==> config.mk <==
export PLATFORM = sky130hd
export DESIGN_NAME = frame_stream_sequencer_flat
export DESIGN_NICKNAME = d
export VERILOG_FILES = /design/src/rtl/frame_stream_sequencer_pkg.sv /design/src/rtl/frame_stream_sequencer_if.sv /design/src/rtl/frame_stream_sequencer_skid.sv /design/src/rtl/frame_stream_sequencer.sv /design/src/flat_wrapper.sv
export SDC_FILE = /design/constraint.sdc
export NUM_CORES = 1
export LEC_CHECK = 0
export BUFFER_PORTS_ARGS = -buffer_cell sky130_fd_sc_hd__buf_4
export CORE_ASPECT_RATIO = 0.9
export CORE_MARGIN = 8
export CORE_UTILIZATION = 43
export CTS_CLUSTER_SIZE = 10
export DETAILED_ROUTE_END_ITERATION = 8
export PLACE_DENSITY = 0.67
export SYNTH_ARGS = -nofsm -noshare
export SYNTH_HDL_FRONTEND = slang
export SYNTH_SLANG_ARGS = --single-unit
==> constraint.sdc <==
create_clock -name clk -period 8.3 [get_ports clk]
set_input_delay 0.415 -clock clk [delete_from_list [all_inputs] [get_ports clk]]
set_output_delay 0.415 -clock clk [all_outputs]
set_load 0.01 [all_outputs]
==> src/rtl/frame_stream_sequencer_pkg.sv <==
// Shared types and constants for the frame capture/offload sequencer.
// Imported by the sequencer top and its output buffer.
package frame_stream_pkg;

  typedef enum logic [1:0] {
    S_IDLE     = 2'd0,
    S_WAIT_CAP = 2'd1,
    S_STREAM   = 2'd2
  } state_t;

  localparam logic [3:0] TKEEP_ALL  = 4'hF;
  localparam int         AXIS_WIDTH = 32;
  localparam int         OUT_DEPTH  = 2;

  // True for the beat that must carry tlast.
  function automatic logic is_last_beat(input int unsigned beat, input int unsigned length);
    return beat == length - 1;
  endfunction

endpackage

==> src/rtl/frame_stream_sequencer_if.sv <==
// AXI-Stream port carrying one packet per captured frame to the S2MM DMA.
// The sequencer drives the master side; the DMA (or bench) the slave side.
interface frame_stream_sequencer_if;

  logic [31:0] tdata;
  logic [3:0]  tkeep;
  logic        tvalid;
  logic        tlast;
  logic        tready;

  modport master (output tdata, output tkeep, output tvalid, output tlast, input tready);
  modport slave  (input tdata, input tkeep, input tvalid, input tlast, output tready);

endinterface

==> src/rtl/frame_stream_sequencer_skid.sv <==
// Two-entry valid/ready output buffer for read-back samples.
// Exposes its occupancy so the sequencer can meter buffer reads by credit.
module frame_out_skid
  import frame_stream_pkg::*;
#(
  parameter int WIDTH = 5
) (
  input  logic             clk,
  input  logic             rst,
  input  logic             push,
  input  logic [WIDTH-1:0] push_data,
  output logic             out_valid,
  output logic [WIDTH-1:0] out_data,
  input  logic             out_ready,
  output logic [1:0]       occupancy
);

  logic [WIDTH-1:0] head;
  logic [WIDTH-1:0] tail;
  logic             pop;

  assign out_valid = (occupancy != 2'd0);
  assign out_data  = head;
  assign pop       = out_valid & out_ready;

  // Head is always the presented beat; a push into a full buffer cannot
  // happen because the sequencer only reads when a slot is guaranteed.
  always_ff @(posedge clk or posedge rst) begin
    if (rst) begin
      occupancy <= 2'd0;
      head      <= '0;
      tail      <= '0;
    end else begin
      case ({push, pop})
        2'b10: begin
          if (occupancy == 2'd0) head <= push_data;
          else                   tail <= push_data;
          occupancy <= occupancy + 2'd1;
        end
        2'b01: begin
          head      <= tail;
          occupancy <= occupancy - 2'd1;
        end
        2'b11: begin
          if (occupancy == 2'd1) begin
            head <= push_data;
          end else begin
            head <= tail;
            tail <= push_data;
          end
        end
        default: ;
      endcase
    end
  end

endmodule

==> src/rtl/frame_stream_sequencer.sv <==
// Arms frame capture, waits for the buffer to fill, then streams the frame
// out as one AXI-Stream packet; repeats for a programmed count or until stop.
module frame_stream_sequencer
  import frame_stream_pkg::*;
#(
  parameter int DATA_SIZE   = 4,
  parameter int LENGTH      = 64,
  parameter int LENGTH_SIZE = 6,
  parameter int FCNT_SIZE   = 16
) (
  input  logic                   clk,
  input  logic                   rst,
  input  logic                   start,
  input  logic                   stop,
  input  logic [FCNT_SIZE-1:0]   frames,
  output logic                   cap_arm,
  input  logic                   cap_done,
  output logic                   rd_en,
  output logic [LENGTH_SIZE-1:0] rd_addr,
  input  logic [DATA_SIZE-1:0]   rd_data,
  frame_stream_sequencer_if.master m,
  output logic                   busy,
  output logic                   done,
  output logic [FCNT_SIZE-1:0]   frame_count,
  output logic                   overrun
);

  localparam logic [LENGTH_SIZE:0] LEN_W = (LENGTH_SIZE + 1)'(LENGTH);

  state_t                 state;
  logic [FCNT_SIZE-1:0]   frames_q;
  logic [FCNT_SIZE-1:0]   count_next;
  logic                   stop_pending;
  logic [LENGTH_SIZE:0]   issued;
  logic                   inflight;
  logic                   inflight_last;
  logic                   pop;
  logic [2:0]             pending;
  logic                   last_accept;
  logic                   skid_valid;
  logic [DATA_SIZE:0]     skid_data;
  logic [1:0]             occupancy;

  assign pop         = skid_valid & m.tready;
  assign last_accept = pop & skid_data[DATA_SIZE];
  assign pending     = {1'b0, occupancy} + {2'b00, inflight} - {2'b00, pop};
  assign rd_en       = (state == S_STREAM) && (issued < LEN_W) && (pending < 3'(OUT_DEPTH));
  assign rd_addr     = issued[LENGTH_SIZE-1:0];
  assign busy        = (state != S_IDLE);
  assign count_next  = frame_count + FCNT_SIZE'(1);

  assign m.tvalid = skid_valid;
  assign m.tdata  = AXIS_WIDTH'(skid_data[DATA_SIZE-1:0]);
  assign m.tlast  = skid_valid & skid_data[DATA_SIZE];
  assign m.tkeep  = TKEEP_ALL;

  // Read data arrives one cycle after the strobe; carry the last-beat tag alongside it.
  always_ff @(posedge clk or posedge rst) begin
    if (rst) begin
      inflight      <= 1'b0;
      inflight_last <= 1'b0;
    end else begin
      inflight      <= rd_en;
      inflight_last <= rd_en && is_last_beat(32'(issued), 32'(LENGTH));
    end
  end

  frame_out_skid #(.WIDTH(DATA_SIZE + 1)) u_skid (
    .clk       (clk),
    .rst       (rst),
    .push      (inflight),
    .push_data ({inflight_last, rd_data}),
    .out_valid (skid_valid),
    .out_data  (skid_data),
    .out_ready (m.tready),
    .occupancy (occupancy)
  );

  // Stop and cap_done colliding in WAIT_CAP: stop wins and the capture is dropped quietly.
  always_ff @(posedge clk or posedge rst) begin
    if (rst) begin
      state        <= S_IDLE;
      cap_arm      <= 1'b0;
      done         <= 1'b0;
      frame_count  <= '0;
      overrun      <= 1'b0;
      stop_pending <= 1'b0;
      frames_q     <= '0;
      issued       <= '0;
    end else begin
      done <= 1'b0;
      if (rd_en) issued <= issued + 1'b1;
      case (state)
        S_IDLE: begin
          if (start) begin
            frames_q     <= frames;
            frame_count  <= '0;
            overrun      <= 1'b0;
            stop_pending <= 1'b0;
            cap_arm      <= 1'b1;
            state        <= S_WAIT_CAP;
          end
          if (cap_done) overrun <= 1'b1;
        end
        S_WAIT_CAP: begin
          if (stop) begin
            cap_arm <= 1'b0;
            done    <= 1'b1;
            state   <= S_IDLE;
          end else if (cap_done) begin
            cap_arm <= 1'b0;
            issued  <= '0;
            state   <= S_STREAM;
          end
        end
        S_STREAM: begin
          if (cap_done) overrun <= 1'b1;
          if (stop) stop_pending <= 1'b1;
          if (last_accept) begin
            frame_count <= count_next;
            if (stop_pending || stop || (frames_q != '0 && count_next == frames_q)) begin
              done  <= 1'b1;
              state <= S_IDLE;
            end else begin
              cap_arm <= 1'b1;
              state   <= S_WAIT_CAP;
            end
          end
        end
        default: state <= S_IDLE;
      endcase
    end
  end

endmodule

==> src/flat_wrapper.sv <==
// flat-port wrapper written by rule: the top's interface ports become plain ports
module frame_stream_sequencer_flat import frame_stream_pkg::*;
#(
  parameter int DATA_SIZE   = 4,
  parameter int LENGTH      = 64,
  parameter int LENGTH_SIZE = 6,
  parameter int FCNT_SIZE   = 16
)
  (clk, rst, start, stop, frames, cap_arm, cap_done, rd_en, rd_addr, rd_data, busy, done, frame_count, overrun, m_tdata, m_tkeep, m_tvalid, m_tlast, m_tready);
  frame_stream_sequencer_if m_i ();
  input  logic clk;
  input  logic rst;
  input  logic start;
  input  logic stop;
  input  logic [FCNT_SIZE-1:0] frames;
  output logic cap_arm;
  input  logic cap_done;
  output logic rd_en;
  output logic [LENGTH_SIZE-1:0] rd_addr;
  input  logic [DATA_SIZE-1:0] rd_data;
  output logic busy;
  output logic done;
  output logic [FCNT_SIZE-1:0] frame_count;
  output logic overrun;
  output wire logic [$bits(m_i.tdata)-1:0] m_tdata;
  output wire logic [$bits(m_i.tkeep)-1:0] m_tkeep;
  output wire logic [$bits(m_i.tvalid)-1:0] m_tvalid;
  output wire logic [$bits(m_i.tlast)-1:0] m_tlast;
  input wire logic [$bits(m_i.tready)-1:0] m_tready;
  assign m_tdata = m_i.tdata;
  assign m_tkeep = m_i.tkeep;
  assign m_tvalid = m_i.tvalid;
  assign m_tlast = m_i.tlast;
  assign m_i.tready = m_tready;
  frame_stream_sequencer #(.DATA_SIZE(DATA_SIZE), .LENGTH(LENGTH), .LENGTH_SIZE(LENGTH_SIZE), .FCNT_SIZE(FCNT_SIZE)) u_core (.clk(clk), .rst(rst), .start(start), .stop(stop), .frames(frames), .cap_arm(cap_arm), .cap_done(cap_done), .rd_en(rd_en), .rd_addr(rd_addr), .rd_data(rd_data), .m(m_i), .busy(busy), .done(done), .frame_count(frame_count), .overrun(overrun));
endmodule
== Word level (Yosys, flattened, before mapping) ==
Cells that the tools add are included.
Storage, ports and cells
  register bits: 59
  latch bits: 0
  bits in writable memories: 0
  bits in read-only memories: 0
  output and inout port bits: 65
  word-level logic and storage cells: 102
  memories: 0
Cells by class
  add/subtract/negate cells: 6
  $mul: 0
  div/mod/pow operators: 0
  order comparisons: 2
  equality and inequality tests: 18
  shifts and indexed selects: 0
  mux-type cells: 36
  bitwise operators: 3
  reductions and logical operators: 24
Operator list (count)
  two-way mux 16 bit: 2
  case mux 16 bit (2 select lines): 1
  two-way mux 7 bit: 4
  two-way mux 5 bit: 4
  adder 16 x 1 -> 16 bit (second input constant): 1
  == test 16 bit: 1
  nonzero test 16 bit: 1
  case mux 5 bit (3 select lines): 1
  AND reduction 3 bit: 5
  inequality test 2 bit (second input constant): 7
  two-way mux 1 bit: 13
  case mux 5 bit (2 select lines): 1
  nonzero test 2 bit: 5
  two-way mux 2 bit: 4
  adder 7 x 1 -> 7 bit (second input constant): 1
  == test 7 x 6 -> 1 bit (second input constant): 1
  < comparator 7 bit (second input constant): 1
  == test 2 x 1 -> 1 bit (second input constant): 3
  == test 2 bit (second input constant): 3
  inequality test 3 bit (second input constant): 2
  case mux 1 bit (2 select lines): 3
  case mux 2 bit (3 select lines): 1
  nonzero test 3 bit: 2
  AND reduction 5 bit: 1
  other kinds (13): 21

== Longest topological paths before layout ==
Gate-level depths: netlist of the first run.
  depth in word-level cells: 9
  mapped depth: 13
  mapped depth without buffers: 12

== Cells and area by module ==
Synthesis of the first run repeated with hierarchy kept, for this count alone.
Unflattened totals
  cells, all modules: 380
  area total of the unflattened synthesis: 3751.1 um2
Modules (own cells, without submodules)
  frame_stream_sequencer: times used 1, cells each 327, area each 3105.5 um2
  frame_out_skid: times used 1, cells each 53, area each 645.6 um2

== Worst setup path after synthesis of the first run ==
OpenSTA, ideal clock, no wires.
  path type: register -> register
  from: register u_core.u_skid.occupancy[1]
  to: register u_core.issued[5]
  library setup time: 77 ps
  arrival: 3465 ps
  path slack: 4758 ps
  cell stages (with the launch flop): 13
  path buffers: 1
  path through: dfrtp_1 inv_1 ha_1 nor2b_1 clkbuf_1 ha_1 nand2b_1 fa_1 xor2_1 nor3_1 nand4_1 or3_1 a21oi_1
Between the ends
  word-level cells in the longest chain between the ends: 9
  elaborated cells on any way between the ends: 10
RTL lines
  start, declared: line frame_stream_sequencer_skid.sv:15  | output logic [1:0] occupancy
  start signal, assigned: line frame_stream_sequencer_skid.sv:38  | occupancy <= occupancy + 2'd1;
  start signal, assigned: line frame_stream_sequencer_skid.sv:42  | occupancy <= occupancy - 2'd1;
  branches (longest 2 deep; another with adder 2 x 1 -> 3 bit)
  subtractor 3 x 1 -> 3 bit (*): line frame_stream_sequencer.sv:46  | assign pending = {1'b0, occupancy} + {2'b00, inflight} - {2'b00, pop};
  < comparator 3 x 2 -> 1 bit (*): line frame_stream_sequencer.sv:47  | assign rd_en = (state == S_STREAM) && (issued < LEN_W) && (pending < 3'(OUT_DEPTH));
  logical AND 1 bit (*): line frame_stream_sequencer.sv:47
  net rd_en: line flat_wrapper.sv:18  | output logic rd_en;
  two-way mux 7 bit (*): line frame_stream_sequencer.sv:92  | if (rd_en) issued <= issued + 1'b1;
  two-way mux 7 bit: line frame_stream_sequencer.sv:110  | end else if (cap_done) begin
  two-way mux 7 bit: line frame_stream_sequencer.sv:106  | if (stop) begin
  two-way mux 7 bit (*): line frame_stream_sequencer.sv:93  | case (state)
  end signal, assigned: line frame_stream_sequencer.sv:92
  end, declared: line frame_stream_sequencer.sv:34  | logic [LENGTH_SIZE:0] issued;
Mark *: on every way through the listed nets, which the timed path passes.
A chain may end at the register's enable or synchronous reset.

== Worst setup path after layout of the first run ==
  from: register u_core.u_skid.occupancy[1]
  to: output rd_en
Between the ends
  word-level cells in the longest chain between the ends: 5
  elaborated cells on any way between the ends: 6
RTL lines (line)
  branches (longest 2 deep; another with adder 2 x 1 -> 3 bit)
  subtractor 3 x 1 -> 3 bit (*): frame_stream_sequencer.sv:46
  < comparator 3 x 2 -> 1 bit (*): frame_stream_sequencer.sv:47
  logical AND 1 bit (*): frame_stream_sequencer.sv:47
  end, declared: flat_wrapper.sv:18
Every way passes the cells marked *.

==> metrics.md, run 1 <==
| Metric | Value |
|---|---|
| Internal power | 0.770 mW |
| Syn. warnings | 0 |
| Cts repair resizes | 0 |
| DP Wirelength | 6010 um |
| Final Hold Fails | 0 |
| Critical Path AT | 3680 ps |
| Mean Syn Cell Area | between 9 and 10 um2 |
| Register bit total from synthesis | 59 |
| FFs w/ async S/R, synth | 100% |
| Io pins | 91 |
| Total power draw | around 1.2 mW |
| Status | complete, no violations |
| Total number of vias | about 2.7k |
| Setup TNS Final | 0 ps |
| Logic gate share of total power | ~36% |
| Start point of the critical path | u_core.u_skid.occupancy[1] |
| Chip Width | between 100 and 150 um |
| Initial Util | between 40 and 50% |
| Max clock buf depth | 2 |
| Post-synth EDFFs | 0 |
| Share of layout cells above drive strength 1 | 24.4% |
| CP Class | reg2out |
| Startpoint types | register |
| Top cells by count, synth | 59 x dfrtp_1, 43 x buf_4, 38 x o21ai_0 |
| Detailed Route WL | between 7000 and 8000 um |
| Worst hold path type | in2async |
| Mapped cell area | 0.00360 mm2 |
| Pleak | slightly below 2 nW |
| CTS hold repair buffers | 0 |
| Cell mode on critical path | ha_1 |
| Multi-input gate area | around 0.0018 mm2 |
| Register Area | 0.00148 mm2 |
| Minimum clock period | 4100 ps |
| WL/cell | approximately 15 um |
| Clk_lat worst skew | 330 ps |
| Number of post-CTS setup repair buffers | 0 |
| Unrepaired setup endpoints after global routing | no |
| Fill count | about 750 |
| Clock Power Share | between 20 and 30% |
| Synth area leaders | dfrtp_1 41%, buf_4 9.0%, mux2_2 6.6% |
| Yosys cell types | 46 |
| Worst EP required | 7890 ps |
| Top cell type's share of synthesized area | approximately 41% |
| Critical path fanouts, max | 8 |
| Largest net degree at the start of global routing | 60 |
| Worst setup EP type | output port |
| Fin crit share | between 40% and 50% |
| Final Util | between 50% and 60% |
| RR Startpoint | u_core.u_skid.occupancy[1] |
| Clk Tree Root Cell | clkbuf_8 |
| CP max stage delay | about 800 ps |
| Crit-path cells | inv_1 -> ha_1 -> nor2b_1 -> ha_1 -> nand2b_1 -> fa_1 -> xor2_1 -> nor3_1 -> buf_4 |
| DRT iter0 DRCs | 93 |
| Net Sw Power | a little over 0.4 mW |
| Number of H-tree levels | 3 |
| Rows | 31 |
| Core area | 0.00807 mm2 |
| CTS Buf Count | 9 |
| Skew final | 7.45 ps |
| Final ANT Viol Nets | 0 |
| Total track usage | 14.1% |
| Die Height | around 100 um |
| Sw frac | 35.0% |
| Peak VDD IR | between 0.1 and 0.15 mV |
| Ant diodes | 0 |
| CTS Sinks | 59 |
| Die ar. | ~0.012 mm2 |
| Antenna violations before repair | 0 |
| Slew @ Worst Pin | between 1000 and 1500 ps |
| Nets | around 470 |
| Max_cap viols | 0 |
| Post-synthesis cell count | 380 |
| Register area share after synthesis | around two fifths |
| Port Buf Inserts | slightly below 60 |
| Pwr Density | about 280 mW/mm2 |
| Final setup vio count | 0 |
| Grt total ovfl | 0 |
| Post-route DRC violation count | 0 |
| Slowest CP cell | nor3_1 |
| Vias in the first global route | 2632 |
| Leading area contributor after synthesis | dfrtp_1 |
| DRT Pass-1 Iters | 4 |
| Top-count cell post-synth | dfrtp_1 |
| Clock transition at the registers of the reported paths | approximately 70 ps |
| Peak Freq | ~0.24 GHz |
| Seq pwr share | between 30% and 40% |
| Routability cong. | between 0.8 and 0.9 |
| TritonCTS clock tree | done |
| Slew Limit Fails | 0 |
| Synth Flop Type | dfrtp_1 |
| Synthesis-to-finish area growth | 15.8% |
| Avg Vias per Cell | slightly above 5 |
| Global-route wire length before repair | around 13000 um |
| Max-Slew Margin vs Limit | 30.7% |
==> flip-flops by register name (all words and copies together) (netlist names) <==
name	flops
u_core.frame_count	16
u_core.frames_q	16
u_core.issued	7
u_core.u_skid.out_data	5
u_core.u_skid.tail	5
u_core.state	2
u_core.u_skid.occupancy	2
u_core.cap_arm	1
u_core.done	1
u_core.inflight	1
u_core.inflight_last	1
u_core.overrun	1
u_core.stop_pending	1
==> cells in the final DEF, fill, tap and decap left out, types with 9 or more instances in the layout <==
| master | n |
|---|---|
| nand2_1 | 29 |
| dfrtp_1 | 59 |
| xnor2_1 | 12 |
| nor2_1 | 34 |
| conb_1 | 32 |
| ha_1 | 12 |
| xor2_1 | 16 |
| clkbuf_8 | 9 |
| inv_1 | 16 |
| mux2_2 | 21 |
| o21ai_0 | 38 |
| nand4_1 | 11 |
| buf_4 | 59 |
==> per-layer routing <==
layer	share of wire, %	track usage, %	vias up
met5	0	0	-
met4	1.2	6.63	0
met3	5.6	3.57	8
met2	43	20.8	75
met1	50	19.1	1294
li1	-	-	1355
==> final timing paths <==
kind	to	slack (ps)	depth (start not counted)
hold / removal	u_core.frame_count[5]	300	3
max in group asynchronous	u_core.u_skid.out_data[1]	7520	3
hold reg to reg	u_core.u_skid.out_data[3]	480	2
setup reg to reg	u_core.issued[5]	4360	11
min in group clk	u_core.frames_q[1]	310	2
setup / recovery	rd_en	4200	9
==> through the flow <==
stage,worst slack [ps],area [um2],cells,hold WS [ps]
after global routing,3850,4160,533,294
final,4200,4160,533,300
after CTS,4190,4160,533,296
after global placement,4560,3920,517,467
after floorplan,4760,3710,410,451
after detailed placement,4400,3920,517,476
==> layout make-up <==
type / instances / share of cell area, %
Inverter: 17 / 1.53
Timing Repair Buffer: 59 / 10.6
Clock buffer: 9 / 2.97
Tap cell: 99 / 2.97
Multi-Input combinational cell: 283 / 43.6
Clock inverter: 7 / 2.79
Sequential cell: 59 / 35.5
==> worst max-delay path, delay by kind of cell (launching register included) <==
family        cells  cell delay, ps
xor+xnor          1             150
simple gates      3            1440
fa+ha+maj         3            1000
buf+inv           2             350
flops             1             410
==> cells by family (layout without fill, tap and decap cells) <==
kind of cell	count (synthesis)	count (layout)	synth area share, %
and+or+nand+nor	114	114	16.1
buffers and inverters	68	92	11.6
AOI/OAI and AO/OA	72	72	12.1
other	2	32	0.209
adders and majority gates	13	13	4.73
DFF	59	59	41.0
xor gates and xnor gates	28	28	6.82
muxes	24	24	7.41
==> power groups by stage <==
| stage | Sequential [mW] | Combinational, mW | Clock (mW) |
|---|---|---|---|
| 6_report | 0.445 | 0.421 | 0.317 |
| 5_1_grt | 0.457 | 0.476 | 0.337 |
| 4_1_cts | 0.444 | 0.424 | 0.324 |
| 3_5_place_dp | 0.450 | 0.421 | 0 |
| 3_3_place_gp | 0.446 | 0.411 | 0 |
| 2_1_floorplan | 0.429 | 0.340 | 0 |
Power figures use the tool's default switching activity.
==> run 2, diff against run 1 <==
clock period = 3.8 ns   (was 8.3 ns; I/O delays follow)
==> metrics.md, run 2 (synthesized netlist as in run 1, its figures left out) <==
| Metric | Value |
|---|---|
| Clock transition at the registers of the reported paths | ~70 ps |
| Slew Limit Fails | 0 |
| Status | finished with violations |
| Clock Power Share | between 20 and 25% |
| Total track usage | 14.7% |
| CP Class | reg2reg |
| Max_cap viols | 0 |
| Final worst slack | 624 ps |
| Final hold slack | -4.44 ps |
| Minimum clock period | between 3000 and 4000 ps |
| Commonest non-fill, non-tap cell in the layout | buf_4 |
| Post-route DRC violation count | 0 |
| Rows | 31 |
| Number of post-CTS setup repair buffers | 0 |
| DRT iter0 DRCs | between 60 and 70 |
| Cts repair resizes | 0 |
| GR Util met3 | about 5.7% |
| Net Sw Power | approximately 0.91 mW |
| Critical Path AT | 3430 ps |
| Seq pwr share | 39.6% |
| Final Util | 51.3% |
| GR Layer Usage met1 | ~19% |
| Unrepaired setup endpoints after global routing | no |
| CTS Buf Count | 9 |
| Synthesis-to-finish area growth | 15.1% |
| Sw frac | between 30% and 40% |
| Worst hold path type | in2async |
| Routability cong. | ~0.82 |
| Internal power | ~1.6 mW |
| Die Height | a little over 100 um |
| Port Buf Inserts | a little under 60 |
| Logic gate share of total power | between 30% and 40% |
| Clk_lat worst skew | ~340 ps |
| Setup crit end | u_core.issued[5] |
| Nets | ~470 |
| Clk Tree Root Cell | clkbuf_8 |
| Placement Setup Slack | 662 ps |
| DP Wirelength | between 6000 and 7000 um |
| CTS hold repair buffers | 0 |
| Slew @ Worst Pin | between 800 and 900 ps |
| R2R setup slack | approximately 620 ps |
| Vias in the first global route | between 2k and 3k |
| Largest registers | u_core.frame_count x16, u_core.frames_q x16, u_core.issued x7 |
| TritonCTS clock tree | done |
| Worst setup EP type | register |
| Die ar. | between 0.01 and 0.015 mm2 |
| Most frequent cells in the layout | 62 x buf_4, 59 x dfrtp_1, 38 x o21ai_0, 34 x nor2_1, 32 x conb_1 |
| Core area | between 0.008 and 0.009 mm2 |
| Total number of vias | between 2k and 3k |
| Grt total ovfl | 0 |
| Initial Util | 44.6% |
| Fill count | 743 |
| Peak VDD IR | between 0.2 and 0.3 mV |
| Chip Width | between 100 and 150 um |
| Start point of the critical path | u_core.u_skid.occupancy[1] |
| Skew final | between 10 and 15 ps |
| Setup TNS Final | 0 ps |
| RR Startpoint | u_core.u_skid.occupancy[1] |
| Io pins | 91 |
| Startpoint types | register |
| Final ANT Viol Nets | 0 |
| Peak Freq | around 0.31 GHz |
| Worst EP required | 4060 ps |
| FF-to-FF path depth | 13 |
| Largest net degree at the start of global routing | 36 |
| Antenna violations before repair | 0 |
| Global-route wire length before repair | 13500 um |
| Share of layout cells above drive strength 1 | between 20% and 30% |
| FF-to-FF End | u_core.issued[5] |
| Number of H-tree levels | 3 |
| Max clock buf depth | 2 |
| Critical path fanouts, max | 8 |
| WL/cell | 15.6 um |
| CTS Sinks | between 50 and 60 |
| Detailed Route WL | approximately 8400 um |
| Grt met2 use | between 20% and 30% |
| Failing checks | hold timing |
| Final Hold Fails | 1 |
| DRT Pass-1 Iters | 4 |
| Pwr Density | 599 mW/mm2 |
| Fin crit share | 83.6% |
| Grt peak-use layer | met2 |
| Max-Slew Margin vs Limit | between 40% and 50% |
| Avg Vias per Cell | between 5 and 6 |
| Pleak | 1.95 nW |
| Ant diodes | 0 |
| Final setup vio count | 0 |
-- run 2: changes by cell type in the layout (fill, tap and decap cells not counted) --
cell / before / now
clkinv_2: 2 / 3
clkbuf_8: 9 / 10
clkinv_4: 1 / 0
clkbuf_1: 0 / 1
bufinv_16: 3 / 1
buf_4: 59 / 62
-- run 2: layer usage --
metal	vias to the layer above	wire length (um)	share of wire (%)
met3	7	598	7.1
met2	81	3690	44
met5	-	0	0
met1	1324	3990	48
met4	0	87	1.0
li1	1362	-	-
-- run 2: area by class of cell --
cell class | count | area (um2) | area share, %
Timing Repair Buffer | 62 | 465 | 11.2
Tap cell | 99 | 124 | 2.99
Sequential cell | 59 | 1480 | 35.7
Clock buffer | 11 | 141 | 3.41
Clock inverter | 5 | 52.6 | 1.27
Inverter | 17 | 63.8 | 1.54
Multi-Input combinational cell | 283 | 1820 | 43.9
-- run 2: worst min-delay path by stage --
stage / startpoint / endpoint / slack, ps / depth (start not counted)
after CTS: rst / u_core.u_skid.occupancy[1] / 8 / 2
after detailed placement: rst / u_core.overrun / 370 / 2
after global placement: rst / u_core.frames_q[10] / 380 / 2
after floorplan: stop / u_core.done / 330 / 2
after global routing: rst / u_core.u_skid.occupancy[1] / 60 / 2
final: rst / u_core.u_skid.occupancy[1] / -4 / 2
-- run 2: critical path, cell delays in order, from the launching register on --
cell      delay [ps]
dfrtp_1          440
inv_1            100
ha_1             220
nor2b_1           60
buf_4            160
ha_1             320
nand2b_1         190
fa_1             420
xor2_1           150
nor3_1           180
buf_4            190
nand4_1          130
or3_1            370
a21oi_1          160
-- run 2: power by group through the flow --
stage               Sequential, mW  Combinational, mW  Clock, mW
floorplan                    0.936              0.743          0
global placement             0.974              0.909          0
detailed placement           0.990              0.942          0
CTS                          0.979              0.950      0.570
global route                  1.01               1.05      0.600
finish                       0.982              0.938      0.561
-- run 2: through the flow --
stage,area [um2],std cells,power [mW]
CTS,4140,536,2.50
finish,4140,536,2.48
floorplan,3710,410,1.68
global placement,3950,520,1.88
detailed placement,3950,520,1.93
global route,4140,536,2.66
==> run 3, diff against run 2 <==
PLACE_DENSITY = 0.69   (was 0.67)
clock period = 2.73 ns   (was 3.8 ns; I/O delays follow)
==> metrics.md, run 3 (synthesized netlist as in run 1, its figures left out) <==
| Metric | Value |
|---|---|
| Grt met2 use | 21.0% |
| Critical Path AT | between 2000 and 3000 ps |
| DRT iter0 DRCs | 131 |
| Final hold slack | 37.1 ps |
| Grt peak-use layer | met2 |
| GR Util met3 | 4.33% |
| GR Layer Usage met1 | between 10% and 20% |
| Clock Power Share | 20.1% |
| FF-to-FF End | u_core.issued[5] |
| Final worst slack | 74.8 ps |
| Worst hold path depth | 2 |
| Io pins | around 90 |
| Total number of vias | 2878 |
| Critical path fanouts, max | 7 |
| Peak VDD IR | around 0.34 mV |
| Fin crit share | slightly below 100% |
| Number of H-tree levels | 3 |
| Grt total ovfl | 0 |
| Worst setup EP type | output port |
| Worst hold start | frames[2] |
| Detailed Route WL | 8380 um |
| Worst hold path type | in2reg |
| Share of layout cells above drive strength 1 | roughly 30% |
| Largest net degree at the start of global routing | 26 |
| Fill count | 731 |
| Status | complete, no violations |
| Minimum clock period | 2660 ps |
| Setup TNS Final | 0 ps |
| Avg Vias per Cell | 5.15 |
| Max-Slew Margin vs Limit | between 50 and 60% |
| Clk Tree Root Cell | clkbuf_8 |
| Pleak | a little over 2 nW |
| Commonest non-fill, non-tap cell in the layout | buf_4 |
| Skew final | 8.52 ps |
| TritonCTS clock tree | done |
| Final ANT Viol Nets | 0 |
| Slew @ Worst Pin | between 600 and 700 ps |
| Inst Count DP | roughly 540 |
| Placement Setup Slack | -2.27 ps |
| Seq pwr share | a little under two fifths |
| Sw frac | a little under two fifths |
| Worst EP required | between 2000 and 3000 ps |
| Total track usage | between 10% and 20% |
| Pwr Density | 804 mW/mm2 |
| Logic gate share of total power | between 40% and 50% |
| Final instance area | between 0.004 and 0.005 mm2 |
| DRT Pass-1 Iters | 4 |
| Ant diodes | 0 |
| WL/cell | between 10 and 15 um |
| Initial Util | 44.6% |
| Global-route wire length before repair | 13100 um |
| Final setup vio count | 0 |
| R2R setup slack | about 110 ps |
| Largest registers | u_core.frame_count x16, u_core.frames_q x16, u_core.issued x7 |
| Port Buf Inserts | between 50 and 60 |
| Multi-input gate area | between 0.0015 and 0.002 mm2 |
| Chip Width | 112 um |
| Internal power | between 2 and 2.5 mW |
| Max_cap viols | 0 |
| Final Hold Fails | 0 |
| Startpoint types | register |
| Core area | 0.00807 mm2 |
| DP Wirelength | around 6500 um |
| CTS Sinks | 59 |
| Total power draw | 3.52 mW |
| Non-filler instance count after layout | about 560 |
| Routability cong. | ~0.83 |
| Rows | 31 |
| FF-to-FF path depth | 11 |
| Max clock buf depth | 2 |
| Slew Limit Fails | 0 |
| Most frequent cells in the layout | 83 x buf_4, 58 x dfrtp_1, 38 x o21ai_0, 34 x nor2_1, 32 x conb_1 |
| WHS Endpoint | u_core.frames_q[2] |
| Die ar. | 0.0116 mm2 |
| Post-route DRC violation count | 0 |
| Clock transition at the registers of the reported paths | roughly 70 ps |
| CTS Buf Count | 9 |
| CP Class | reg2out |
| RR Startpoint | u_core.u_skid.occupancy[1] |
| Die Height | 103 um |
| Vias in the first global route | ~2.7k |
| Net Sw Power | 1.29 mW |
| Placed cell areas | just over 0.004 mm2 |
| Register Area | ~0.0015 mm2 |
| Peak Freq | 0.377 GHz |
| Synthesis-to-finish area growth | 21.8% |
| Clk_lat worst skew | 330 ps |
| Antenna violations before repair | 0 |
| Final Util | between 50% and 60% |
| Nets | just under 500 |
==> run 3: changes by cell type in the layout (fill, tap and decap cells not counted), sizes merged <==
cell / change
clkinvlp: -1
buf: +22
clkbuf: +3
clkinv: -1
bufinv: -1
dlygate4sd3: +1
==> run 3: worst max path at each step <==
stage	start	end	cells after the start
2_1_floorplan	u_core.u_skid.occupancy[1]	u_core.issued[5]	12
3_3_place_gp	u_core.frame_count[2]	u_core.cap_arm	7
3_5_place_dp	u_core.u_skid.occupancy[1]	u_core.issued[5]	11
4_1_cts	u_core.u_skid.occupancy[1]	rd_en	10
5_1_grt	u_core.frame_count[0]	u_core.cap_arm	8
6_report	u_core.u_skid.occupancy[1]	rd_en	10
==> run 3: per-layer routing <==
layer  vias up  wire length [um]
met1      1354              3930
met5         -                 0
met2       108              3560
met4         0               174
li1       1401                 -
met3        15               716
==> run 3: cell type report <==
cell class	count	area share (%)
multi-input cells	283	43.3
flip-flops and latches	59	33.7
clock buffers	14	3.71
clock inverters	2	0.228
repair buffers	85	14.7
well taps	99	2.83
inverters	17	1.46
==> run 3: repair_timing <==
action | in CTS | in global routing
hold buffers | 1 | 0
endpoints found under the hold margin | 14 | 0
pin swaps | 0 | 5
setup endpoints to repair | 2 | 5
buffers inserted | 0 | 6
resized for setup | 2 | 8
==> run 3: power groups by stage <==
stage | combinational (mW) | sequential, mW | clock (mW)
detailed placement | 1.41 | 1.35 | 0
finish | 1.47 | 1.34 | 0.709
global route | 1.62 | 1.37 | 0.765
floorplan | 1.09 | 1.31 | 0
global placement | 1.37 | 1.34 | 0
CTS | 1.42 | 1.34 | 0.721
==> run 3: worst max-delay path, stage by stage (launching register included) <==
cell	delay (ps)
dfrtp_1	390
inv_2	80
ha_4	160
nor2b_4	50
buf_4	150
ha_1	210
fa_1	560
nand2_2	80
nor3_4	240
buf_6	150
buf_4	120
